### src/rtl/collatz_sequence_monitor_pkg.sv
// Shared constants for the Collatz sequence monitor: state encoding,
// terminal term value and default counter widths.
package collatz_sequence_monitor_pkg;

    typedef enum logic [1:0] {
        ST_IDLE = 2'd0,
        ST_RUN  = 2'd1,
        ST_DONE = 2'd2
    } state_e;

    // A Collatz run ends when the datapath presents this term.
    localparam int COLLATZ_TERMINAL = 1;

    localparam int DEF_DATAWIDTH_BUS   = 8;
    localparam int DEF_DATAWIDTH_STEPS = 8;
    localparam int DEF_DATAWIDTH_STALL = 5;
    localparam int DEF_STALL_LIMIT     = 16;

endpackage

### src/rtl/collatz_sequence_monitor_next_term.sv
// Combinational Collatz successor of a term, wrapping at W bits like the
// datapath does. Only used when COLLATZ_MONITOR_CHECK_EN is defined.
module collatz_next_term #(
    parameter int W = 8
) (
    input  logic [W-1:0] term_i,
    output logic [W-1:0] next_o
);

    logic [W+1:0] wide;

    always_comb begin
        wide = '0;
        if (term_i[0]) begin
            // 3t + 1 built as 2t + t + 1; two guard bits hold the carry-out.
            wide = {1'b0, term_i, 1'b0} + {2'b00, term_i} + (W+2)'(1);
        end else begin
            wide = {3'b000, term_i[W-1:1]};
        end
        next_o = W'(wide);
    end

endmodule

### src/rtl/collatz_sequence_monitor.sv
// Observer of the Collatz datapath output bus: counts steps, tracks the peak
// term and detects termination by reaching 1 or by stall.
// Optional sequence checker enabled by defining COLLATZ_MONITOR_CHECK_EN.
module collatz_sequence_monitor
    import collatz_sequence_monitor_pkg::*;
#(
    parameter int DATAWIDTH_BUS   = DEF_DATAWIDTH_BUS,
    parameter int DATAWIDTH_STEPS = DEF_DATAWIDTH_STEPS,
    parameter int DATAWIDTH_STALL = DEF_DATAWIDTH_STALL,
    parameter int STALL_LIMIT     = DEF_STALL_LIMIT
) (
    input  logic                       COLLATZ_MONITOR_CLOCK_50,
    input  logic                       COLLATZ_MONITOR_RESET_InHigh,
    input  logic [DATAWIDTH_BUS-1:0]   COLLATZ_MONITOR_data_InBUS,
    input  logic                       COLLATZ_MONITOR_start_InHigh,
    output logic [DATAWIDTH_STEPS-1:0] COLLATZ_MONITOR_steps_OutBUS,
    output logic [DATAWIDTH_BUS-1:0]   COLLATZ_MONITOR_peak_OutBUS,
    output logic                       COLLATZ_MONITOR_busy_OutHigh,
    output logic                       COLLATZ_MONITOR_done_OutHigh,
    output logic                       COLLATZ_MONITOR_stall_OutHigh,
    output logic                       COLLATZ_MONITOR_stepsat_OutHigh,
    output logic                       COLLATZ_MONITOR_checkerror_OutHigh
);

    localparam logic [DATAWIDTH_BUS-1:0]   TERM_VAL  = DATAWIDTH_BUS'(COLLATZ_TERMINAL);
    localparam logic [DATAWIDTH_STALL-1:0] STALL_LIM = DATAWIDTH_STALL'(STALL_LIMIT);

    logic                       clk;
    logic                       rst;
    logic                       start;
    logic [DATAWIDTH_BUS-1:0]   data;

    assign clk   = COLLATZ_MONITOR_CLOCK_50;
    assign rst   = COLLATZ_MONITOR_RESET_InHigh;
    assign start = COLLATZ_MONITOR_start_InHigh;
    assign data  = COLLATZ_MONITOR_data_InBUS;

    state_e                     state_q;
    logic [DATAWIDTH_STEPS-1:0] steps_q;
    logic [DATAWIDTH_STEPS-1:0] steps_d;
    logic [DATAWIDTH_BUS-1:0]   peak_q;
    logic [DATAWIDTH_BUS-1:0]   peak_d;
    logic [DATAWIDTH_BUS-1:0]   last_q;
    logic [DATAWIDTH_STALL-1:0] stall_cnt_q;
    logic [DATAWIDTH_STALL-1:0] stall_cnt_d;
    logic                       busy_q;
    logic                       done_q;
    logic                       stall_q;
    logic                       stepsat_q;

    logic                       new_term;
    logic                       is_terminal;
    logic                       steps_full;

    assign new_term    = (data != last_q);
    assign is_terminal = (data == TERM_VAL);
    assign steps_full  = &steps_q;
    assign steps_d     = steps_full ? steps_q : steps_q + 1'b1;
    assign peak_d      = (data > peak_q) ? data : peak_q;
    assign stall_cnt_d = stall_cnt_q + 1'b1;

    // start outranks RUN/DONE handling; the status flags are registered
    // alongside the state so they change on the same edge.
    always_ff @(posedge clk) begin
        if (rst) begin
            state_q     <= ST_IDLE;
            steps_q     <= '0;
            peak_q      <= '0;
            last_q      <= '0;
            stall_cnt_q <= '0;
            busy_q      <= 1'b0;
            done_q      <= 1'b0;
            stall_q     <= 1'b0;
            stepsat_q   <= 1'b0;
        end else if (start) begin
            last_q      <= data;
            peak_q      <= data;
            steps_q     <= '0;
            stall_cnt_q <= '0;
            stall_q     <= 1'b0;
            stepsat_q   <= 1'b0;
            if (is_terminal) begin
                state_q <= ST_DONE;
                busy_q  <= 1'b0;
                done_q  <= 1'b1;
            end else begin
                state_q <= ST_RUN;
                busy_q  <= 1'b1;
                done_q  <= 1'b0;
            end
        end else begin
            case (state_q)
                ST_RUN: begin
                    if (new_term) begin
                        last_q      <= data;
                        stall_cnt_q <= '0;
                        peak_q      <= peak_d;
                        steps_q     <= steps_d;
                        if (steps_full) begin
                            stepsat_q <= 1'b1;
                        end
                        if (is_terminal) begin
                            state_q <= ST_DONE;
                            busy_q  <= 1'b0;
                            done_q  <= 1'b1;
                        end
                    end else begin
                        stall_cnt_q <= stall_cnt_d;
                        if (stall_cnt_d == STALL_LIM) begin
                            state_q <= ST_DONE;
                            busy_q  <= 1'b0;
                            done_q  <= 1'b1;
                            stall_q <= 1'b1;
                        end
                    end
                end
                default: begin
                end
            endcase
        end
    end

`ifdef COLLATZ_MONITOR_CHECK_EN
    logic [DATAWIDTH_BUS-1:0] expected_term;
    logic                     checkerror_q;

    collatz_next_term #(
        .W (DATAWIDTH_BUS)
    ) u_next_term (
        .term_i (last_q),
        .next_o (expected_term)
    );

    // Sticky until the next start; never influences state or counting.
    always_ff @(posedge clk) begin
        if (rst) begin
            checkerror_q <= 1'b0;
        end else if (start) begin
            checkerror_q <= 1'b0;
        end else if ((state_q == ST_RUN) && new_term && (data != expected_term)) begin
            checkerror_q <= 1'b1;
        end
    end

    assign COLLATZ_MONITOR_checkerror_OutHigh = checkerror_q;
`else
    assign COLLATZ_MONITOR_checkerror_OutHigh = 1'b0;
`endif

    assign COLLATZ_MONITOR_steps_OutBUS    = steps_q;
    assign COLLATZ_MONITOR_peak_OutBUS     = peak_q;
    assign COLLATZ_MONITOR_busy_OutHigh    = busy_q;
    assign COLLATZ_MONITOR_done_OutHigh    = done_q;
    assign COLLATZ_MONITOR_stall_OutHigh   = stall_q;
    assign COLLATZ_MONITOR_stepsat_OutHigh = stepsat_q;

endmodule

### config.mk
export PLATFORM = sky130hd
export DESIGN_NAME = collatz_sequence_monitor
export DESIGN_NICKNAME = d
export VERILOG_FILES = /design/src/rtl/collatz_sequence_monitor_pkg.sv /design/src/rtl/collatz_sequence_monitor_next_term.sv /design/src/rtl/collatz_sequence_monitor.sv
export SDC_FILE = /design/constraint.sdc
export NUM_CORES = 1
export LEC_CHECK = 0
export ABC_CLOCK_PERIOD_IN_PS = 4400
export CAP_MARGIN = 20
export CORE_MARGIN = 4
export CORE_UTILIZATION = 45
export CTS_CLUSTER_SIZE = 20
export DETAILED_ROUTE_END_ITERATION = 12
export GPL_TIMING_DRIVEN = 0
export HOLD_SLACK_MARGIN = 0.15
export PLACE_DENSITY = 0.73
export REMOVE_ABC_BUFFERS = 1
export SLEW_MARGIN = 20
export SYNTH_ARGS = -nofsm -noshare
export SYNTH_HDL_FRONTEND = slang
export SYNTH_HIERARCHICAL = 1
export SYNTH_SLANG_ARGS = --single-unit
### constraint.sdc
create_clock -name COLLATZ_MONITOR_CLOCK_50 -period 4.4 [get_ports COLLATZ_MONITOR_CLOCK_50]
set_input_delay 0.66 -clock COLLATZ_MONITOR_CLOCK_50 [delete_from_list [all_inputs] [get_ports COLLATZ_MONITOR_CLOCK_50]]
set_output_delay 0.66 -clock COLLATZ_MONITOR_CLOCK_50 [all_outputs]
set_load 0.1 [all_outputs]
==> metrics.txt, run 1 <==
Hold Path Class=flip-flop to flip-flop; Post-DRT Antenna Nets=0; complex-gate fraction of the synthesized area=25.55%; WL per Instance=14.25 um; CTS tree=built; largest family of logic cells by synthesized area=compound AO/OA/AOI/OAI gates; pre-CTS setup slack=1.375 ns; Layout area overhead=22.38%; power consumption=0.7475 mW; Leak Pwr=0.7638 nW; setup ws final=1.673 ns; Final Critical Period=2.727 ns; # diodes=0; crit path DAT=2.91 ns; post-CTS sizing=0; synth warn=6; H-Tree Depth=2; largest net degree at the start of global routing=24; ys async rst share=0%; most frequent cells in the layout=dfxtp_1 (33), clkdlybuf4s50_1 (30), a21oi_1 (24); Slew HR=35.26%; Worst Tran Pin Value=0.9680 ns; final setup fails=0; global route overflow=0; multiplexer area fraction after synthesis=1.105%; MaxCap Viol Count=0; clk root buf=clkbuf_8; register-to-register path setup slack=2.23 ns; Starting Density=48.04%; hold_buf cts=0; row count=22; # DRC=0; TritonCTS buffer count=5; Post-Synth Simple-Gate Area=20.30%; Setup crit end kind=flip-flop; Mapped Cells=204; Syn Std Cell Area=1812 sq um; Routed WL=4003 um; Reg clk slew, reported paths=0.07 ns; WS Path Type=input pin to flip-flop; CTS Buffer Depth=2; core area=3771 sq um; XOR/XNOR share of the synthesized area=3.867%; Final Skew=0.003270 ns; full die area=5105 sq um; Setup TNS=0 ns; status=finished, final reports clean; Synth Flop Type=dfxtp_1; synthesized-area fraction occupied by adder cells=6.906%; flops & latches, synth=33; first-pass GRT wire length=6713 um; # Post-CTS Setup Buffers=0; Final period util=61.97%; IO Count=32; GRT Overall Usage=16.38%; post-layout util=58.79%; commonest non-fill, non-tap cell in the layout=dfxtp_1; vias in the first global route=1432; startpoint types=input pin; drt initial violations=164; Layout Nets=253; CP max FO=7; layout cell share with drive strength beyond 1=7.725%; input/output buffers=30; fmax=366.7 MHz; Die Span Y=71.45 um; Skew-Pair Late Insertion Delay=0.29 ns; RSZ-0062 raised after global routing=no; VDD IR-drop max=0.2416 mV; synthesized area per cell=8.881 sq um; DR vias/cell=5.683; Die X=71.45 um; Vias=1597; PwrDens=337.1 nW/um^2; part of the Yosys area used for sequential elements=36.46%; GPL Wtd Cong=0.7965; final max-slew violation count=0; Final HPWL DP=2846 um; antenna violations before repair=0; CP Data Required Time=4.58 ns; clk sinks=33; final hold vios=0; TritonRoute pass-1 iters=4; post-synth cell types=45; Post-synth EDFFs=0
## flip-flops by register name, summed over array words and instances (netlist names)
register / cells
COLLATZ_MONITOR_peak_OutBUS: 8
COLLATZ_MONITOR_stall_OutHigh: 1
COLLATZ_MONITOR_steps_OutBUS: 8
COLLATZ_MONITOR_stepsat_OutHigh: 1
last_q: 8
stall_cnt_q: 5
state_q: 2
## critical path, cell delays in order
cell and delay [ns]:
clkdlybuf4s50_1 0.52, ha_1 0.36, a21o_1 0.18, a21o_1 0.20
a2111oi_4 0.52, o32ai_4 0.20, a22o_1 0.28
## power by group
| group | total [mW] | internal, mW | switching, mW |
|---|---|---|---|
| registers | 0.321 | 0.311 | 0.00928 |
| clock network | 0.257 | 0.141 | 0.115 |
| logic | 0.170 | 0.0533 | 0.117 |
| total | 0.747 | 0.506 | 0.241 |
## worst paths after layout
check	startpoint	endpoint	cells past startpoint
worst min-delay path	COLLATZ_MONITOR_stall_OutHigh	COLLATZ_MONITOR_stall_OutHigh	2
worst max-delay path	COLLATZ_MONITOR_data_InBUS[5]	COLLATZ_MONITOR_peak_OutBUS[4]	7
worst min register to register	COLLATZ_MONITOR_stall_OutHigh	COLLATZ_MONITOR_stall_OutHigh	2
worst max register to register	COLLATZ_MONITOR_peak_OutBUS[5]	COLLATZ_MONITOR_peak_OutBUS[4]	7
## synth_stat cells, types with 2 or more instances
cell / n / area, sq um
nor4_1: 3 / 18.77
nand2b_1: 2 / 12.51
a21oi_1: 24 / 120.1
nand4_2: 2 / 25.02
nor3b_1: 2 / 15.01
a211oi_1: 2 / 15.01
or4_1: 4 / 30.03
nand3_1: 16 / 80.08
o21a_1: 2 / 15.01
a21o_1: 2 / 15.01
inv_1: 12 / 45.04
or3_1: 3 / 18.77
clkbuf_1: 5 / 18.77
o31ai_1: 2 / 15.01
nor2_1: 7 / 26.28
mux2i_1: 2 / 20.02
dfxtp_1: 33 / 660.6
xnor2_1: 8 / 70.07
and3_4: 2 / 22.52
o311ai_0: 2 / 17.52
nand2_1: 13 / 48.80
o41ai_1: 2 / 17.52
ha_1: 10 / 125.1
buf_4: 2 / 15.01
o21ai_0: 13 / 65.06
buf_6: 2 / 22.52
a22o_1: 7 / 61.31
nor3_1: 3 / 15.01
## cells by family (layout without fill, tap and decap cells)
kind of cell | Yosys count | in the layout
muxes | 2 | 2
adders and majority gates | 10 | 10
AOI/OAI and AO/OA | 65 | 65
other | 1 | 1
buffers and inverters | 21 | 50
DFF | 33 | 33
and+or+nand+nor | 64 | 64
xor gates and xnor gates | 8 | 8
## metal layers
layer	part of all wire, %	vias up	wire (um)	GRT usage (%)
met4	1.5	0	61	7.098
li1	-	809	-	-
met3	3.4	5	137	3.787
met5	0	-	0	0
met2	46	27	1856	24.90
met1	49	756	1947	22.11
## layout make-up
class / count / area (sq um)
multi-input combinational: 150 / 1050
clock buffer: 7 / 96.34
sequential: 33 / 660.6
inverter: 12 / 45.04
tap: 48 / 60.06
timing repair buffer: 30 / 300.3
fill: 356 / 1554
clock inverter: 1 / 5.005
## stage by stage
stage / hold slack, ns / instance area [sq um] / instances
2_1_floorplan: 0.4499 / 1755 / 195
3_3_place_gp: 0.4515 / 2116 / 273
3_5_place_dp: 0.4624 / 2116 / 273
4_1_cts: 0.4801 / 2217 / 281
5_1_grt: 0.5047 / 2217 / 281
6_report: 0.4787 / 2217 / 281
Note: power is estimated with default switching activity, not from simulation.
==> run 2: changes to the inputs <==
ABC_CLOCK_PERIOD_IN_PS = 2600   (was 4400)
clock period = 2.6 ns   (was 4.4 ns; I/O delays follow)
==> run 2 against run 1 <==
  * Core utilization is 0.20 points higher
  * Register-to-register slack worse by 1.8 ns
  * Critical endpoint unchanged
  * Worst setup slack worse by 1.6 ns
==> metrics.txt, run 2 (synthesis results as in run 1) <==
# DRC=0 (unchanged); H-Tree Depth=2 (unchanged); fmax=402.3 MHz; final max-slew violation count=0 (unchanged); TritonRoute pass-1 iters=4 (unchanged); CP Data Required Time=2.78 ns (was 4.58 ns); Starting Density=48.04% (unchanged); GRT Overall Usage=16.38% (unchanged); layout cell share with drive strength beyond 1=7.725% (unchanged); final setup fails=0 (unchanged); clk sinks=33 (unchanged); Final period util=95.60%; commonest non-fill, non-tap cell in the layout=dfxtp_1 (unchanged); antenna violations before repair=0 (unchanged); maximum single-stage delay on the critical path=0.53 ns (was 0.52 ns); Final HPWL DP=2846 um (unchanged); WS Path Type=input pin to flip-flop (unchanged); R2R Path Start=COLLATZ_MONITOR_peak_OutBUS[5] (unchanged); delay-heaviest family, CP=compound AO/OA/AOI/OAI gates (unchanged); Die X=71.45 um (unchanged); crit path from=COLLATZ_MONITOR_data_InBUS[5] (unchanged); GPL Wtd Cong=0.7965 (unchanged); met3 WL=139 um (was 137 um); Hold WS=0.4788 ns (was 0.4787 ns); Reg clk slew, reported paths=0.07 ns (about the same); Routed WL=4009 um (was 4003 um); MaxCap Viol Count=0 (unchanged); WP buf/inv=1 (unchanged); DR vias/cell=5.698 (was 5.683); Vias=1601 (was 1597); Skew-Pair Late Insertion Delay=0.29 ns (about the same); Final Skew=0.002790 ns (was 0.003270 ns); CP max FO=7 (unchanged); RSZ-0062 raised after global routing=no (unchanged); fill cell count=354 (was 356); Final Critical Period=2.486 ns; Die Span Y=71.45 um (unchanged); row count=22 (unchanged); crit path DAT=2.67 ns (was 2.91 ns); CTS Buffer Depth=2 (unchanged); drt initial violations=142 (was 164); Cell Chain, Critical Path=clkdlybuf4s50_1 > ha_1 > a21o_1 > a21o_1 > a2111oi_4 > o32ai_4 > a22o_1 (unchanged); Post-DRT Antenna Nets=0 (unchanged); Slew HR=35.26% (unchanged); TritonCTS buffer count=5 (unchanged); global route overflow=0 (unchanged); Worst Tran Pin Value=0.9680 ns (about the same); WL met2=1861 um (was 1856 um); Hold Path Class=flip-flop to flip-flop (unchanged); first-pass GRT wire length=6713 um (unchanged); CTS tree=built (unchanged); clk root buf=clkbuf_8 (unchanged); Layout Nets=253 (unchanged); full die area=5105 sq um (unchanged); core area=3771 sq um (unchanged); IO Count=32 (unchanged); Slowest-stage cell, CP=a2111oi_4 (was clkdlybuf4s50_1); WL per Instance=14.27 um (was 14.25 um); final hold vios=0 (unchanged); CP most frequent cell=a21o_1 (unchanged); PwrDens=569.4 nW/um^2 (was 337.1 nW/um^2); Layout area overhead=22.79% (was 22.38%); Setup crit end kind=flip-flop (unchanged); most frequent cells in the layout=dfxtp_1 (33), clkdlybuf4s50_1 (30), a21oi_1 (24) (unchanged); # diodes=0 (unchanged); power consumption=1.267 mW (was 0.7475 mW); input/output buffers=30 (unchanged); vias in the first global route=1432 (unchanged); Cell Area, Placed=2116 sq um (unchanged); VDD IR-drop max=0.4133 mV (was 0.2416 mV); largest net degree at the start of global routing=24 (unchanged); Leak Pwr=0.7648 nW (was 0.7638 nW); Setup TNS=0 ns (unchanged); worst hold start=COLLATZ_MONITOR_stall_OutHigh (unchanged); top routing layer in use=met4 (unchanged); startpoint types=input pin (unchanged); status=finished, final reports clean (unchanged); hold_buf cts=0 (unchanged); Met1 Wirelength=1940 um (was 1947 um); post-layout util=58.99% (was 58.79%); design area=2225 sq um (was 2217 sq um)
==> run 2: cell count changes in the layout (fill, tap and decap cells not counted) <==
| cell | delta |
|---|---|
| o21ai_2 | -1 |
| o21ai_4 | +1 |
==> run 2: routing by layer <==
layer  vias to the layer above  GRT usage [%]
li1                        810              -
met1                       758          22.11
met2                        26          24.90
met3                         7          3.787
met4                         0          7.098
met5                         -              0
==> run 2: cell type report <==
class                      instances  area, sq um  area share, %
tap                               48        60.06          2.700
timing repair buffer              30        300.3          13.50
multi-input combinational        150         1057          47.53
clock buffer                       7        96.34          4.331
sequential                        33        660.6          29.70
clock inverter                     1        5.005         0.2250
inverter                          12        45.04          2.025
==> run 2: worst paths after layout <==
kind | endpoint | slack [ns] | cells after the start
worst max register to register | COLLATZ_MONITOR_peak_OutBUS[4] | 0.41 | 7
worst min-delay path | COLLATZ_MONITOR_stall_OutHigh | 0.48 | 2
worst max-delay path | COLLATZ_MONITOR_peak_OutBUS[4] | 0.11 | 7
worst min register to register | COLLATZ_MONITOR_stall_OutHigh | 0.48 | 2
==> run 2: metrics by stage <==
| stage | cells | worst slack, ns |
|---|---|---|
| detailed placement | 273 | -0.1553 |
| floorplan | 195 | -0.1125 |
| global route | 281 | 0.02521 |
| global placement | 273 | -0.1430 |
| CTS | 281 | 0.1461 |
| finish | 281 | 0.1144 |
==> run 2: report_power, final <==
| part | total (mW) | switching, mW | internal, mW | leakage (nW) |
|---|---|---|---|---|
| clock | 0.434 | 0.195 | 0.239 | 0.0542 |
| combinational | 0.290 | 0.199 | 0.0908 | 0.441 |
| sequential | 0.543 | 0.0157 | 0.527 | 0.270 |
==> run 2: worst min-delay path: stages (launching register included) <==
cell and delay [ns]:
dfxtp_1 0.33, a21oi_1 0.04, nor2_1 0.07
==> run 2: repair_timing <==
action                     4_1_cts  5_1_grt
setup buffers                    0        0
setup endpoints to repair        0        2
resized for setup                0        1
==> run 3: changes to the inputs <==
CORE_UTILIZATION = 40   (was 45)
PLACE_DENSITY = 0.66   (was 0.73)
==> run 3 against run 2 <==
  * Combinational power hardly changed
  * Largest cell class unchanged
  * Via count is 1.4% lower
  * Clock power is 17% lower
  * Count of clock-buffer cells in the layout is 2 lower
  * Register-to-register slack better by 0.03 ns
  * Maximum frequency is 0.44% higher
  * Global-route usage is 1.6 points lower
  * Final area is 1.3% lower
  * Total power is 6.1% lower
  * Die area is 11% higher
  * Core utilization is 8.9 points lower
==> metrics.txt, run 3 (synthesis results as in run 1) <==
status=finished, final reports clean (unchanged); Layout area overhead=21.13% (was 22.79%); Worst Tran Pin Value=0.9724 ns (was 0.9680 ns); PwrDens=542.0 nW/um^2 (was 569.4 nW/um^2); Skew-Pair Late Insertion Delay=0.28 ns (was 0.29 ns); WL per Instance=13.96 um (was 14.27 um); # Post-CTS Setup Buffers=0 (unchanged); Layout Nets=253 (unchanged); final hold vios=0 (unchanged); WS Path Type=input pin to flip-flop (unchanged); Final Skew=0.003967 ns (was 0.002790 ns); row count=24 (was 22); clk sinks=33 (unchanged); fmax=404.1 MHz (was 402.3 MHz); global route overflow=0 (unchanged); Worst Reg-to-Reg Cells=7 (unchanged); R2R Path Start=COLLATZ_MONITOR_peak_OutBUS[5] (unchanged); Hold Path Class=flip-flop to flip-flop (unchanged); pre-CTS setup slack=-0.1588 ns (was -0.1553 ns); layout cell share with drive strength beyond 1=6.926% (was 7.725%); Final period util=95.18% (was 95.60%); first-pass GRT wire length=6375 um (was 6713 um); Post-DRT Antenna Nets=0 (unchanged); CTS tree=built (unchanged); startpoint types=input pin (unchanged); full die area=5670 sq um (was 5105 sq um); fill cell count=423 (was 354); TritonRoute pass-1 iters=4 (unchanged); RSZ-0062 raised after global routing=no (unchanged); crit path DAT=2.65 ns (was 2.67 ns); CP Data Required Time=2.78 ns (about the same); VDD IR-drop max=0.3229 mV (was 0.4133 mV); Die X=75.30 um (was 71.45 um); # DRC=0 (unchanged); Cell Area, Placed=2121 sq um (was 2116 sq um); MaxCap Viol Count=0 (unchanged); TritonCTS buffer count=5 (unchanged); CTS Buffer Depth=2 (unchanged); hold_buf cts=0 (unchanged); vias in the first global route=1368 (was 1432); IO Count=32 (unchanged); Reg2Reg Capture Point=COLLATZ_MONITOR_peak_OutBUS[7] (was COLLATZ_MONITOR_peak_OutBUS[4]); final max-slew violation count=0 (unchanged); GPL Wtd Cong=0.7622 (was 0.7965); clk root buf=clkbuf_8 (unchanged); crit path from=COLLATZ_MONITOR_data_InBUS[5] (unchanged); drt initial violations=73 (was 142); design area=2195 sq um (was 2225 sq um); antenna violations before repair=0 (unchanged); DR vias/cell=5.576 (was 5.698); input/output buffers=30 (unchanged); Starting Density=41.32% (was 48.04%); post-CTS sizing=0 (unchanged); # diodes=0 (unchanged); Setup crit end kind=flip-flop (unchanged); Reg clk slew, reported paths=0.07 ns (about the same); CP max FO=7 (unchanged); Vias=1578 (was 1601); commonest non-fill, non-tap cell in the layout=dfxtp_1 (unchanged); Final HPWL DP=2866 um (was 2846 um); register-to-register path setup slack=0.44 ns (was 0.41 ns); Leak Pwr=0.7494 nW (was 0.7648 nW); Slew HR=34.97% (was 35.26%); setup ws final=0.1253 ns (was 0.1144 ns); most frequent cells in the layout=dfxtp_1 (33), clkdlybuf4s50_1 (30), a21oi_1 (24) (unchanged); end of the critical path=COLLATZ_MONITOR_peak_OutBUS[7] (was COLLATZ_MONITOR_peak_OutBUS[4]); GRT Overall Usage=14.77% (was 16.38%); Die Span Y=75.30 um (was 71.45 um); core area=4384 sq um (was 3771 sq um); H-Tree Depth=2 (unchanged); Routed WL=3950 um (was 4009 um); largest net degree at the start of global routing=24 (unchanged); final setup fails=0 (unchanged); Final Critical Period=2.475 ns (was 2.486 ns)
-- run 3: changes by cell type in the layout (fill, tap and decap cells not counted) --
cell      delta
clkbuf_8     -2
o21ai_4      -1
o21ai_2      +1
-- run 3: power breakdown --
group | internal (mW) | leakage [nW] | total (mW) | switching (mW)
clock | 0.176 | 0.0399 | 0.360 | 0.184
sequential | 0.527 | 0.270 | 0.542 | 0.0153
combinational | 0.0904 | 0.440 | 0.287 | 0.197
-- run 3: metal layers --
metal	global-route usage [%]	part of all wire, %
met5	0	0
met4	4.660	0.73
met3	4.749	3.4
met2	21.96	45
met1	20.37	50
-- run 3: worst min-delay path by stage --
stage / from / end / slack, ns / depth (start not counted)
floorplan: last_q[7] / last_q[7] / 0.45 / 2
global placement: COLLATZ_MONITOR_stall_OutHigh / COLLATZ_MONITOR_stall_OutHigh / 0.45 / 2
detailed placement: COLLATZ_MONITOR_stall_OutHigh / COLLATZ_MONITOR_stall_OutHigh / 0.46 / 2
CTS: COLLATZ_MONITOR_stall_OutHigh / COLLATZ_MONITOR_stall_OutHigh / 0.48 / 2
global route: last_q[1] / last_q[1] / 0.49 / 2
finish: COLLATZ_MONITOR_stall_OutHigh / COLLATZ_MONITOR_stall_OutHigh / 0.47 / 2
-- run 3: layout make-up --
| type | instances | area (sq um) | area share [%] |
|---|---|---|---|
| multi-input combinational | 150 | 1050 | 47.83 |
| sequential | 33 | 660.6 | 30.10 |
| timing repair buffer | 30 | 300.3 | 13.68 |
| clock buffer | 5 | 68.82 | 3.136 |
| tap | 52 | 65.06 | 2.965 |
| inverter | 12 | 45.04 | 2.052 |
| clock inverter | 1 | 5.005 | 0.2281 |
-- run 3: metrics by stage --
step | hold WS (ns) | util, % | TNS (ns) | total power [mW] | instances
after detailed placement | 0.4568 | 48.37 | -1.346 | 0.8415 | 277
after global routing | 0.4913 | 50.06 | 0 | 1.241 | 283
final | 0.4724 | 50.06 | 0 | 1.189 | 283
after global placement | 0.4501 | 48.37 | -1.218 | 0.8399 | 277
after floorplan | 0.4499 | - | -0.7957 | 0.7619 | 195
after CTS | 0.4756 | 50.06 | 0 | 1.204 | 283
-- run 3: critical path, stage by stage --
cell	delay (ns)
clkdlybuf4s50_1	0.60
ha_1	0.29
a21o_1	0.18
a21o_1	0.20
a2111oi_4	0.50
o32ai_4	0.20
a22o_1	0.28
